## src/rtl/alu_arbiter_pkg.sv

```systemverilog
// Shared definitions for the two-requester ALU arbiter: ALUop codes, flag bit
// positions, default datapath width and the response-slot state type.
package alu_arbiter_pkg;

  localparam int DATA_W_DEF = 32;

  localparam logic [3:0] ALU_AND = 4'd0;
  localparam logic [3:0] ALU_OR  = 4'd1;
  localparam logic [3:0] ALU_ADD = 4'd2;
  localparam logic [3:0] ALU_SUB = 4'd3;
  localparam logic [3:0] ALU_SLT = 4'd4;
  localparam logic [3:0] ALU_NOR = 4'd5;
  localparam logic [3:0] ALU_XOR = 4'd6;
  localparam logic [3:0] ALU_SLL = 4'd7;
  localparam logic [3:0] ALU_SRL = 4'd8;
  localparam logic [3:0] ALU_SRA = 4'd9;

  localparam int FLAG_OVF  = 2;
  localparam int FLAG_COUT = 1;
  localparam int FLAG_ZERO = 0;

  typedef enum logic {
    SLOT_EMPTY = 1'b0,
    SLOT_FULL  = 1'b1
  } slot_state_t;

endpackage

```

## src/rtl/alu_arb_grant2.sv

```systemverilog
// Two-way grant generator with a round-robin pointer. Defining
// ALU_ARBITER_FIXED_PRIO_EN makes requester 0 always win and drops the pointer.
module alu_arb_grant2 (
  input  logic       clk,
  input  logic       rst,
  input  logic [1:0] eligible,
  output logic [1:0] grant
);

  logic ptr;
  logic [1:0] elig_g;

`ifdef ALU_ARBITER_FIXED_PRIO_EN
  assign ptr = 1'b0;
`else
  logic ptr_q, ptr_d;

  // The pointer moves to the requester that lost this cycle; idle cycles hold it.
  always_comb begin
    ptr_d = ptr_q;
    if (grant != 2'b00) ptr_d = grant[0];
  end

  // NOTE: sequential state uses non-blocking assignments so every flop samples
  // pre-edge values regardless of process ordering.
  always_ff @(posedge clk or posedge rst) begin
    if (rst) ptr_q <= 1'b0;
    else     ptr_q <= ptr_d;
  end

  assign ptr = ptr_q;
`endif

  // NOTE: grant gets a default before the case so no path leaves it unassigned
  // (which would infer a latch).
  always_comb begin
    elig_g = rst ? 2'b00 : eligible;
    grant  = 2'b00;
    case (elig_g)
      2'b01:   grant = 2'b01;
      2'b10:   grant = 2'b10;
      2'b11:   grant = ptr ? 2'b10 : 2'b01;
      default: grant = 2'b00;
    endcase
  end

endmodule

```

## src/rtl/alu_arbiter.sv

```systemverilog
// Shares one external ALU between two requesters; each requester owns a
// one-entry response slot. Build option: ALU_ARBITER_FIXED_PRIO_EN.
module alu_arbiter
  import alu_arbiter_pkg::*;
#(
  parameter int DATA_W = DATA_W_DEF
) (
  input  logic                clk,
  input  logic                rst,
  input  logic [1:0]          req_valid,
  output logic [1:0]          req_ready,
  input  logic [2*DATA_W-1:0] req_A,
  input  logic [2*DATA_W-1:0] req_B,
  input  logic [7:0]          req_op,
  output logic [DATA_W-1:0]   alu_A,
  output logic [DATA_W-1:0]   alu_B,
  output logic [3:0]          alu_op,
  input  logic [DATA_W-1:0]   alu_result,
  input  logic [2:0]          alu_flags,
  output logic [1:0]          rsp_valid,
  input  logic [1:0]          rsp_ready,
  output logic [2*DATA_W-1:0] rsp_result,
  output logic [5:0]          rsp_flags
);

  slot_state_t       slot_q   [2];
  slot_state_t       slot_d   [2];
  logic [DATA_W-1:0] result_q [2];
  logic [DATA_W-1:0] result_d [2];
  logic [2:0]        flags_q  [2];
  logic [2:0]        flags_d  [2];

  logic [1:0] eligible;
  logic [1:0] grant;

  // A full slot can accept new work in the same cycle it is being drained.
  always_comb begin
    eligible = 2'b00;
    for (int i = 0; i < 2; i++)
      eligible[i] = req_valid[i] & ((slot_q[i] == SLOT_EMPTY) | rsp_ready[i]);
  end

  alu_arb_grant2 u_grant (
    .clk      (clk),
    .rst      (rst),
    .eligible (eligible),
    .grant    (grant)
  );

  assign req_ready = grant;

  always_comb begin
    alu_A  = '0;
    alu_B  = '0;
    alu_op = 4'b0000;
    for (int i = 0; i < 2; i++) begin
      if (grant[i]) begin
        alu_A  = req_A[i*DATA_W +: DATA_W];
        alu_B  = req_B[i*DATA_W +: DATA_W];
        alu_op = req_op[i*4 +: 4];
      end
    end
  end

  always_comb begin
    for (int i = 0; i < 2; i++) begin
      slot_d[i]   = slot_q[i];
      result_d[i] = result_q[i];
      flags_d[i]  = flags_q[i];
      if (grant[i]) begin
        slot_d[i]   = SLOT_FULL;
        result_d[i] = alu_result;
        flags_d[i]  = alu_flags;
      end else if (slot_q[i] == SLOT_FULL && rsp_ready[i]) begin
        slot_d[i] = SLOT_EMPTY;
      end
    end
  end

  // NOTE: the result/flag registers are reset as well as the state, because the
  // response ports must read zero immediately on reset.
  always_ff @(posedge clk or posedge rst) begin
    if (rst) begin
      for (int i = 0; i < 2; i++) begin
        slot_q[i]   <= SLOT_EMPTY;
        result_q[i] <= '0;
        flags_q[i]  <= 3'b000;
      end
    end else begin
      for (int i = 0; i < 2; i++) begin
        slot_q[i]   <= slot_d[i];
        result_q[i] <= result_d[i];
        flags_q[i]  <= flags_d[i];
      end
    end
  end

  always_comb begin
    rsp_valid  = 2'b00;
    rsp_result = '0;
    rsp_flags  = 6'b000000;
    for (int i = 0; i < 2; i++) begin
      rsp_valid[i]                    = (slot_q[i] == SLOT_FULL);
      rsp_result[i*DATA_W +: DATA_W]  = result_q[i];
      rsp_flags[i*3 +: 3]             = flags_q[i];
    end
  end

endmodule

```

## config.mk

```make
export PLATFORM = sky130hd
export DESIGN_NAME = alu_arbiter
export DESIGN_NICKNAME = d
export VERILOG_FILES = /design/src/rtl/alu_arbiter_pkg.sv /design/src/rtl/alu_arb_grant2.sv /design/src/rtl/alu_arbiter.sv
export SDC_FILE = /design/constraint.sdc
export NUM_CORES = 1
export LEC_CHECK = 0
export ABC_CLOCK_PERIOD_IN_PS = 4810
export CAP_MARGIN = 20
export CORE_AREA = 4 4 121 123
export CTS_BUF_LIST = sky130_fd_sc_hd__clkbuf_16
export DETAILED_ROUTE_END_ITERATION = 10
export DIE_AREA = 0 0 125 127
export MAX_ROUTING_LAYER = met4
export PLACE_DENSITY_LB_ADDON = 0.1
export SLEW_MARGIN = 5
export SYNTH_ARGS = -nofsm -noshare
export SYNTH_HDL_FRONTEND = slang
export SYNTH_SLANG_ARGS = --single-unit
```

## constraint.sdc

```tcl
create_clock -name clk -period 4.81 [get_ports clk]
set_input_delay 0.7215 -clock clk [delete_from_list [all_inputs] [get_ports clk]]
set_output_delay 0.7215 -clock clk [all_outputs]
set_load 0.03 [all_outputs]
```

==> run_results.csv, run 1 <==
group,metric,value,unit
run_status,outcome,"complete, no violations",
sta,setup_viol,0,
global_routing,grt_usage,0.2077,
yosys,yosysMostFrequentCell,"dfrtp_1",
sta,finalSetupTns,0,ps
sta,period_share,0.8215,
setup_path,start_kind,"input pin",
setup_path,cp.required,4090,ps
flow_run,drv_cap,0,
clocking,clock_path_buffers,2,
yosys,yosys-top-cells-count,"73 x dfrtp_1, 71 x nand2_1, 70 x inv_1",
floorplan,core.rowCount,43,
clocking,cts_buffers,9,
cells_and_area,drive_above_1_share,0.1018,
yosys,synth-seq-area-share,0.4544,
sta,slew_headroom,0.4792,
sta,drv_slew,0,
floorplan,coreArea,13670,sq um
yosys,syn_area,4020,sq um
cells_and_area,postLayoutCellArea,7661,sq um
setup_path,cp_max_fo,68,
setup_path,cp_slowest_cell,"clkdlybuf4s50_1",
placement,place_hpwl,13060,um
clocking,clk_pin_slew,50,ps
setup_path,end_kind,"output pin",
floorplan,initial_core_util,0.2942,
power,peakVddDrop,0.3283,mV
clocking,cts_hold_buffers,0,
global_routing,grt_overflow,0,
yosys,yosysTopAreaCellShare,0.4544,
yosys,syn_avg_cell_area,10.00,sq um
yosys,yosysTopAreaCell,"dfrtp_1",
clocking,clk_latency,330,ps
yosys,ys.flop_type,"dfrtp_1",
global_routing,antenna_found_initial,1,
routing,postRouteAntennaNets,0,
floorplan,pin_count,319,
sta,rsz0062_at_grt,"false",
clocking,htreeDepth,3,
yosys,synth_area_leaders,"dfrtp_1 45%, o32ai_1 15%, mux2_2 12%, mux2_1 7.8%, nand2_1 6.6%",
power,total_power,3.018,mW
min_path,hold_path_end,"rsp_result[46]",
sta,hold_viol_final,0,
setup_path,crit_type,"input pin to output pin",
placement,place_area,7346,sq um
cells_and_area,nets,880,
sta,worst_pin_slew,781.2,ps
sta,finClkSkew,8.135,ps
yosys,synth_edf_count,0,
yosys,syn_inst,402,
floorplan,die_h,127,um
routing,drc,0,
power,powerDensity,393.9,nW/um^2
global_routing,grt_max_degree,76,
clocking,postCtsSetupRepairBufs,0,
sta,max_freq,253.1,MHz
global_routing,grt_pass1_vias,4365,
power,power.leakage,3.198,nW
yosys,async_flop_share,1.000,
min_path,worstHoldStart,"rsp_result[46]",
clocking,cts_root_buffer,"clkbuf_16",
routing,drtPass1Iterations,4,
setup_path,crit_arrival,3230,ps
cells_and_area,synthToLayoutAreaGrowth,90.57,%
setup_path,rr_startpoint,"rsp_valid[1]",
setup_path,reg2reg_slack,2880,ps
setup_path,crit_chain,"clkdlybuf4s50_1, nand2b_1, o211ai_1, buf_4, o32ai_1, clkdlybuf4s50_1",
placement,place.gp.congestion,0.9612,
min_path,hold_depth,1,
cells_and_area,final_util,0.5606,
cells_and_area,fill_cells,1214,
routing,wire_per_inst,19.27,um
min_path,hold_class,"flop to flop",
yosys,synth-seq-cells,73,
sta,period_needed,3951,ps
setup_path,worstRegToRegCells,5,
clocking,cts_resized,0,
setup_path,cpPeakStageDelay,780,ps
floorplan,die_area,15880,sq um
routing,drtIter0Drc,280,
clocking,cts_tree,"yes",
setup_path,r2r-end,"rsp_flags[4]",
placement,numPortBuffers,318,
floorplan,die_w,125,um
global_routing,grt_pass1_wl,25320,um
routing,vias,4257,
yosys,yosysWarnings,0,
yosys,synth.net_count,579,
setup_path,path_common_cell,"clkdlybuf4s50_1",
yosys,yosysUniqueCellTypes,19,
sta,fin_hold_ws,491.4,ps
routing,drt_wl_total,17130,um
clocking,clock_sinks,73,
routing,viasPerCell,4.789,
-- cell type report --
type,count,area [sq um],share of cell area
Antenna cell,2,5.005,0.0006533
Sequential cell,73,1827,0.2384
Clock buffer,9,225.2,0.02940
Inverter,71,269.0,0.03511
Tap cell,180,225.2,0.02940
Clock inverter,6,85.08,0.01111
Multi-Input combinational cell,221,1757,0.2293
Timing Repair Buffer,327,3268,0.4266
-- registers in the layout, summed over array words and instances, names as in the netlist --
name         count
rsp_result      64
rsp_valid        2
rsp_flags        6
u_grant.ptr      1
-- cell usage in the layout (no fill, tap or decap) --
cell type / synthesis / layout
nor2b_1: 3 / 3
o211ai_4: 0 / 1
clkinv_4: 0 / 1
o211ai_1: 1 / 1
a211oi_4: 1 / 1
clkbuf_16: 0 / 9
diode_2: 0 / 2
inv_4: 0 / 1
inv_1: 70 / 71
buf_12: 0 / 2
clkdlybuf4s50_1: 0 / 316
or2_2: 1 / 1
mux2_1: 28 / 28
bufinv_16: 0 / 2
o32ai_1: 68 / 68
o21ai_0: 2 / 2
buf_4: 3 / 8
a211o_2: 0 / 1
mux2_2: 42 / 42
clkinv_2: 0 / 1
nand2_1: 71 / 71
nand2b_1: 2 / 2
clkinvlp_4: 0 / 1
buf_2: 6 / 1
dfrtp_1: 73 / 73
-- worst max-delay path by stage --
stage	start	end	slack, ps	cells past startpoint
floorplan	rst	alu_A[22]	130	5
global placement	rsp_ready[0]	alu_B[4]	880	6
detailed placement	rsp_ready[0]	alu_B[4]	900	6
CTS	rsp_ready[0]	alu_B[4]	860	6
global route	rsp_ready[0]	alu_B[3]	680	6
finish	rsp_ready[0]	alu_B[4]	860	6
-- cells by family after synthesis --
kind of cell	Yosys count	share of synthesized area
buffers and inverters	108	0.1111
AND/OR/NAND/NOR	77	0.07563
AO/OA/AOI/OAI	74	0.1628
flip-flops	73	0.4544
multiplexers	70	0.1961
-- through the flow --
step | cells | worst slack, ps
6_report | 889 | 858.7
2_1_floorplan | 402 | 131.1
4_1_cts | 887 | 857.9
3_3_place_gp | 872 | 875.3
5_1_grt | 888 | 684.4
3_5_place_dp | 872 | 896.3
-- layer usage --
layer,up-vias,wire (um),part of all wire,global-route usage
met3,17,1068,0.062,0.05268
met5,-,0,0,-
li1,2001,-,-,-
met1,2056,6919,0.40,0.2385
met2,183,8830,0.52,0.3622
met4,0,311,0.018,0.05804
-- worst max-delay path: cells and delay by family --
kind            cells  cell delay (ps)
compound gates      2              580
buf+inv             3             1580
simple gates        1              300
-- report_power, final --
part           internal [mW]  total, mW  switching (mW)
Clock                  0.449      0.690           0.242
Combinational          0.664       1.45           0.788
Sequential             0.786      0.876          0.0895
No activity file was read; power rests on OpenSTA's default activity.
==> run 2: changes to the inputs <==
--- a/config.mk
+++ b/config.mk
@@ -5,12 +5,12 @@
 export SDC_FILE = /design/constraint.sdc
 export NUM_CORES = 1
 export LEC_CHECK = 0
-export ABC_CLOCK_PERIOD_IN_PS = 4810
+export ABC_CLOCK_PERIOD_IN_PS = 3500
 export CAP_MARGIN = 20
-export CORE_AREA = 4 4 121 123
+export CORE_MARGIN = 4
+export CORE_UTILIZATION = 30
 export CTS_BUF_LIST = sky130_fd_sc_hd__clkbuf_16
 export DETAILED_ROUTE_END_ITERATION = 10
-export DIE_AREA = 0 0 125 127
 export MAX_ROUTING_LAYER = met4
 export PLACE_DENSITY_LB_ADDON = 0.1
 export SLEW_MARGIN = 5
==> constraint.sdc (replaced) <==
create_clock -name clk -period 3.5 [get_ports clk]
set_input_delay 0.525 -clock clk [delete_from_list [all_inputs] [get_ports clk]]
set_output_delay 0.525 -clock clk [all_outputs]
set_load 0.03 [all_outputs]
==> run_results.csv, run 2 (synthesis gave the netlist of run 1 again) <==
group,metric,value,unit
min_path,hold_class,"flop to flop",
routing,viasPerCell,4.814,
cells_and_area,final_util,0.5724,
clocking,clk_pin_slew,60,ps
placement,place.gp.congestion,0.8000,
floorplan,coreArea,13190,sq um
power,power_switching_share,0.3771,
global_routing,grt_max_degree,64,
routing,drc,0,
setup_path,crit_arrival,2630,ps
cells_and_area,synthToLayoutAreaGrowth,87.80,%
routing,wire_per_inst,18.40,um
min_path,hold_path_end,"rsp_result[40]",
clocking,clock_path_buffers,2,
clocking,clk_latency,320,ps
floorplan,pin_count,319,
setup_path,crit_type,"input pin to output pin",
sta,max_freq,317.0,MHz
floorplan,die_w,123.8,um
setup_path,rr_startpoint,"rsp_valid[1]",
min_path,worstHoldStart,"rsp_result[40]",
cells_and_area,largest_register_ffs,64,
sta,rsz0062_at_grt,"false",
placement,dpl.cell_count,869,
sta,finClkSkew,3.328,ps
cells_and_area,antenna_cells,0,
placement,place_area,7261,sq um
clocking,htreeDepth,3,
setup_path,end_kind,"output pin",
global_routing,grt_pass1_wl,23240,um
routing,postRouteAntennaNets,0,
clocking,cts_hold_buffers,0,
sta,fin_hold_ws,485.6,ps
flow_run,drv_cap,0,
sta,finalSetupTns,0,ps
routing,drt-met1-wl,6088,um
power,peakVddDrop,0.5269,mV
cells_and_area,nets,881,
setup_path,start_kind,"input pin",
cells_and_area,drive_above_1_share,0.1876,
cells_and_area,most-common-layout-cells,"256 x clkdlybuf4s50_1, 73 x dfrtp_1, 72 x inv_1",
power,power_frac_comb,0.489,
min_path,hold_depth,1,
routing,vias,4260,
sta,setup_viol,0,
cells_and_area,mostFrequentLayoutCell,"clkdlybuf4s50_1",
floorplan,initial_core_util,0.3048,
setup_path,cp.required,2970,ps
power,powerDensity,536.8,nW/um^2
global_routing,antenna_found_initial,0,
power,pwr-share-clk,0.216,
power,internal_power,2.524,mW
setup_path,r2r-end,"rsp_flags[3]",
run_status,outcome,"complete, no violations",
routing,top_layer,"met4",
floorplan,die_h,123.8,um
clocking,cts_buffers,9,
power,seq_power_share,0.296,
global_routing,grt_pass1_vias,4259,
routing,wl_met3,1576,um
routing,drtPass1Iterations,4,
sta,slew_headroom,0.4762,
clocking,postCtsSetupRepairBufs,0,
clocking,clock_sinks,73,
cells_and_area,stdcell_count,885,
routing,drt_wl_total,16290,um
global_routing,grt_usage,0.2013,
cells_and_area,postLayoutCellArea,7550,sq um
sta,period_share,0.9012,
sta,period_needed,3154,ps
clocking,cts_root_buffer,"clkbuf_16",
power,p_switching,1.528,mW
setup_path,worstRegToRegCells,5,
clocking,cts_resized,0,
sta,drv_slew,0,
global_routing,grt_overflow,0,
routing,wl_met2,8221,um
sta,worst_pin_slew,785.6,ps
sta,hold_viol_final,0,
routing,drtIter0Drc,292,
placement,place_hpwl,12630,um
setup_path,cp_max_fo,61,
placement,numPortBuffers,318,
floorplan,core.rowCount,42,
clocking,cts_tree,"yes",
setup_path,reg2reg_slack,1550,ps
power,power.leakage,3.317,nW
floorplan,die_area,15320,sq um
-- run 2: changes by cell type in the layout (fill, tap and decap cells not counted) --
cell	before	now
buf_12	2	7
buf_4	8	64
bufinv_16	2	1
clkdlybuf4s50_1	316	256
clkinv_2	1	2
diode_2	2	0
inv_1	71	72
-- run 2: final cells by class --
class,count,area [sq um]
fillers,1187,5640
repair buffers,328,3188
flip-flops and latches,73,1827
multi-input cells,221,1757
inverters,71,269.0
clock buffers,9,225.2
well taps,176,220.2
clock inverters,7,63.81
-- run 2: worst max-delay path, stage by stage --
cell	delay (ps)
clkdlybuf4s50_1	490
nor2b_1	310
a211o_2	280
buf_4	540
o32ai_1	240
buf_12	200
-- run 2: worst max-delay path by stage --
| stage | startpoint | to | slack (ps) | depth (start not counted) |
|---|---|---|---|---|
| global route | req_valid[0] | alu_B[13] | 180 | 6 |
| detailed placement | req_valid[0] | alu_A[7] | 370 | 6 |
| finish | req_valid[0] | alu_A[7] | 350 | 6 |
| CTS | req_valid[0] | alu_B[13] | 360 | 6 |
| global placement | req_valid[1] | alu_A[30] | 440 | 5 |
| floorplan | rst | alu_A[22] | 470 | 5 |
-- run 2: per-stage QoR --
stage	setup slack, ps	total power, mW
CTS	355.6	4.109
finish	345.7	4.052
global placement	439.4	3.173
global route	181.2	4.269
detailed placement	373.7	3.206
floorplan	467.1	2.247
-- run 2: metal layers --
| layer | up-vias | track usage |
|---|---|---|
| li1 | 2002 | - |
| met5 | - | - |
| met1 | 2045 | 0.2310 |
| met4 | 0 | 0.05882 |
| met2 | 189 | 0.3383 |
| met3 | 24 | 0.06358 |
-- run 2: power groups by stage --
stage / Combinational, mW / Sequential (mW) / Clock, mW
6_report: 1.98 / 1.20 / 0.874
5_1_grt: 2.09 / 1.23 / 0.952
4_1_cts: 2.00 / 1.20 / 0.904
3_5_place_dp: 2.00 / 1.21 / 0
3_3_place_gp: 1.98 / 1.19 / 0
2_1_floorplan: 0.575 / 1.67 / 0
==> run 3: changes to the inputs <==
--- a/config.mk
+++ b/config.mk
@@ -12,7 +12,7 @@
 export CTS_BUF_LIST = sky130_fd_sc_hd__clkbuf_16
 export DETAILED_ROUTE_END_ITERATION = 10
 export MAX_ROUTING_LAYER = met4
-export PLACE_DENSITY_LB_ADDON = 0.1
+export PLACE_DENSITY = 0.77
 export SLEW_MARGIN = 5
 export SYNTH_ARGS = -nofsm -noshare
 export SYNTH_HDL_FRONTEND = slang
==> run_results.csv, run 3 (synthesis gave the netlist of run 1 again) <==
group,metric,value,unit
sta,finClkSkew,11.71,ps
setup_path,path_common_cell,"buf_4",
floorplan,die_h,123.8,um
global_routing,grt_usage,0.1985,
cells_and_area,postLayoutCellArea,7513,sq um
placement,numPortBuffers,318,
min_path,hold_class,"input pin to async pin",
flow_run,drv_cap,0,
placement,place.gp.congestion,0.8513,
cells_and_area,most-common-layout-cells,"249 x clkdlybuf4s50_1, 73 x dfrtp_1, 71 x nand2_1, 71 x inv_1, 71 x buf_4",
clocking,cts_root_buffer,"clkbuf_16",
floorplan,initial_core_util,0.3048,
cells_and_area,fill_cells,1180,
placement,place_ws,424.5,ps
setup_path,crit_type,"input pin to output pin",
routing,wl_met2,8328,um
setup_path,crit_arrival,2560,ps
setup_path,crit_chain,"clkdlybuf4s50_1, nor2b_1, a211o_2, buf_4, o32ai_1, buf_4",
sta,setup_viol,0,
routing,vias,4360,
setup_path,rr_startpoint,"rsp_valid[1]",
power,power.leakage,3.311,nW
floorplan,die_area,15320,sq um
routing,postRouteAntennaNets,0,
routing,wire_per_inst,18.27,um
routing,top_layer,"met4",
sta,max_freq,323.6,MHz
power,powerDensity,549.6,nW/um^2
clocking,cts_buffers,9,
cells_and_area,ff_latch_area,1827,sq um
sta,finalSetupTns,0,ps
placement,place_area,7183,sq um
power,peakVddDrop,0.4913,mV
setup_path,cp_max_fo,68,
global_routing,grt_overflow,0,
setup_path,cp_top_family,"buffers and inverters",
routing,drt_wl_total,16210,um
sta,period_needed,3090,ps
sta,rsz0062_at_grt,"false",
clocking,clk_latency,330,ps
setup_path,r2r-end,"rsp_result[28]",
clocking,cts_resized,0,
cells_and_area,synthToLayoutAreaGrowth,86.90,%
global_routing,grt_pass1_vias,4326,
clocking,clk_pin_slew,60,ps
routing,drt-met1-wl,5852,um
sta,hold_viol_final,0,
sta,worst_pin_slew,812.5,ps
routing,drc,0,
cells_and_area,mostFrequentLayoutCell,"clkdlybuf4s50_1",
clocking,clock_path_buffers,2,
routing,drtIter0Drc,242,
run_status,outcome,"complete, no violations",
sta,slew_headroom,0.4584,
setup_path,end_kind,"output pin",
floorplan,pin_count,319,
setup_path,reg2reg_slack,1580,ps
cells_and_area,multi_input_area,1757,sq um
clocking,cts_tree,"yes",
floorplan,die_w,123.8,um
clocking,htreeDepth,3,
setup_path,cpPeakStageDelay,540,ps
setup_path,start_kind,"input pin",
sta,drv_slew,0,
cells_and_area,largest_register_ffs,64,
setup_path,worstRegToRegCells,5,
clocking,clock_sinks,73,
routing,drtPass1Iterations,5,
routing,viasPerCell,4.915,
floorplan,coreArea,13190,sq um
clocking,postCtsSetupRepairBufs,0,
global_routing,antenna_found_initial,5,
setup_path,cp.required,2970,ps
setup_path,cp_slowest_cell,"buf_4",
floorplan,core.rowCount,42,
cells_and_area,drive_above_1_share,0.1941,
sta,setup_slack,410.2,ps
sta,period_share,0.8828,
setup_path,path_buf_inv,3,
global_routing,grt_pass1_wl,22890,um
global_routing,grt_max_degree,77,
clocking,cts_hold_buffers,0,
routing,wl_met3,1589,um
placement,place_hpwl,12600,um
cells_and_area,final_util,0.5696,
cells_and_area,nets,878,
-- run 3: cell count changes in the layout (fill, tap and decap cells not counted) --
cell / previous run / this run
inv_6: 0 / 2
inv_1: 72 / 71
clkinv_1: 0 / 1
bufinv_16: 1 / 2
buf_12: 7 / 4
diode_2: 0 / 5
clkinv_4: 1 / 0
clkdlybuf4s50_1: 256 / 249
buf_4: 64 / 71
clkinv_2: 2 / 0
-- run 3: worst max path at each step --
stage                             from   endpoint  depth (start not counted)
after CTS                 rsp_ready[0]  alu_B[21]                          6
after floorplan                    rst  alu_A[22]                          5
after detailed placement  rsp_ready[0]  alu_B[21]                          6
after global routing      rsp_ready[0]   alu_B[5]                          6
after global placement    req_valid[0]   alu_B[5]                          6
final                     req_valid[0]  alu_B[21]                          6
-- run 3: metal layers --
layer,vias to the layer above,global-route usage
met2,218,0.3380
met5,-,-
met3,27,0.06403
met1,2112,0.2137
met4,0,0.08097
li1,2003,-
-- run 3: final cells by class --
type                       count  share of cell area
clock inverter                 7             0.01232
tap                          176             0.02931
multi-input combinational    221              0.2338
sequential                    73              0.2431
inverter                      71             0.03580
antenna                        5            0.001665
clock buffer                   9             0.02998
timing repair buffer         325              0.4140
-- run 3: through the flow --
stage,hold WS [ps],cells,total power [mW]
floorplan,473.2,402,2.247
global placement,466.8,866,3.148
detailed placement,478.2,866,3.187
CTS,491.3,882,4.174
global route,503.3,887,4.322
finish,486.0,887,4.129
-- run 3: power by group --
group,total [mW],internal [mW],switching [mW]
Combinational,1.97,0.888,1.08
Clock,0.962,0.623,0.339
Sequential,1.20,1.08,0.121
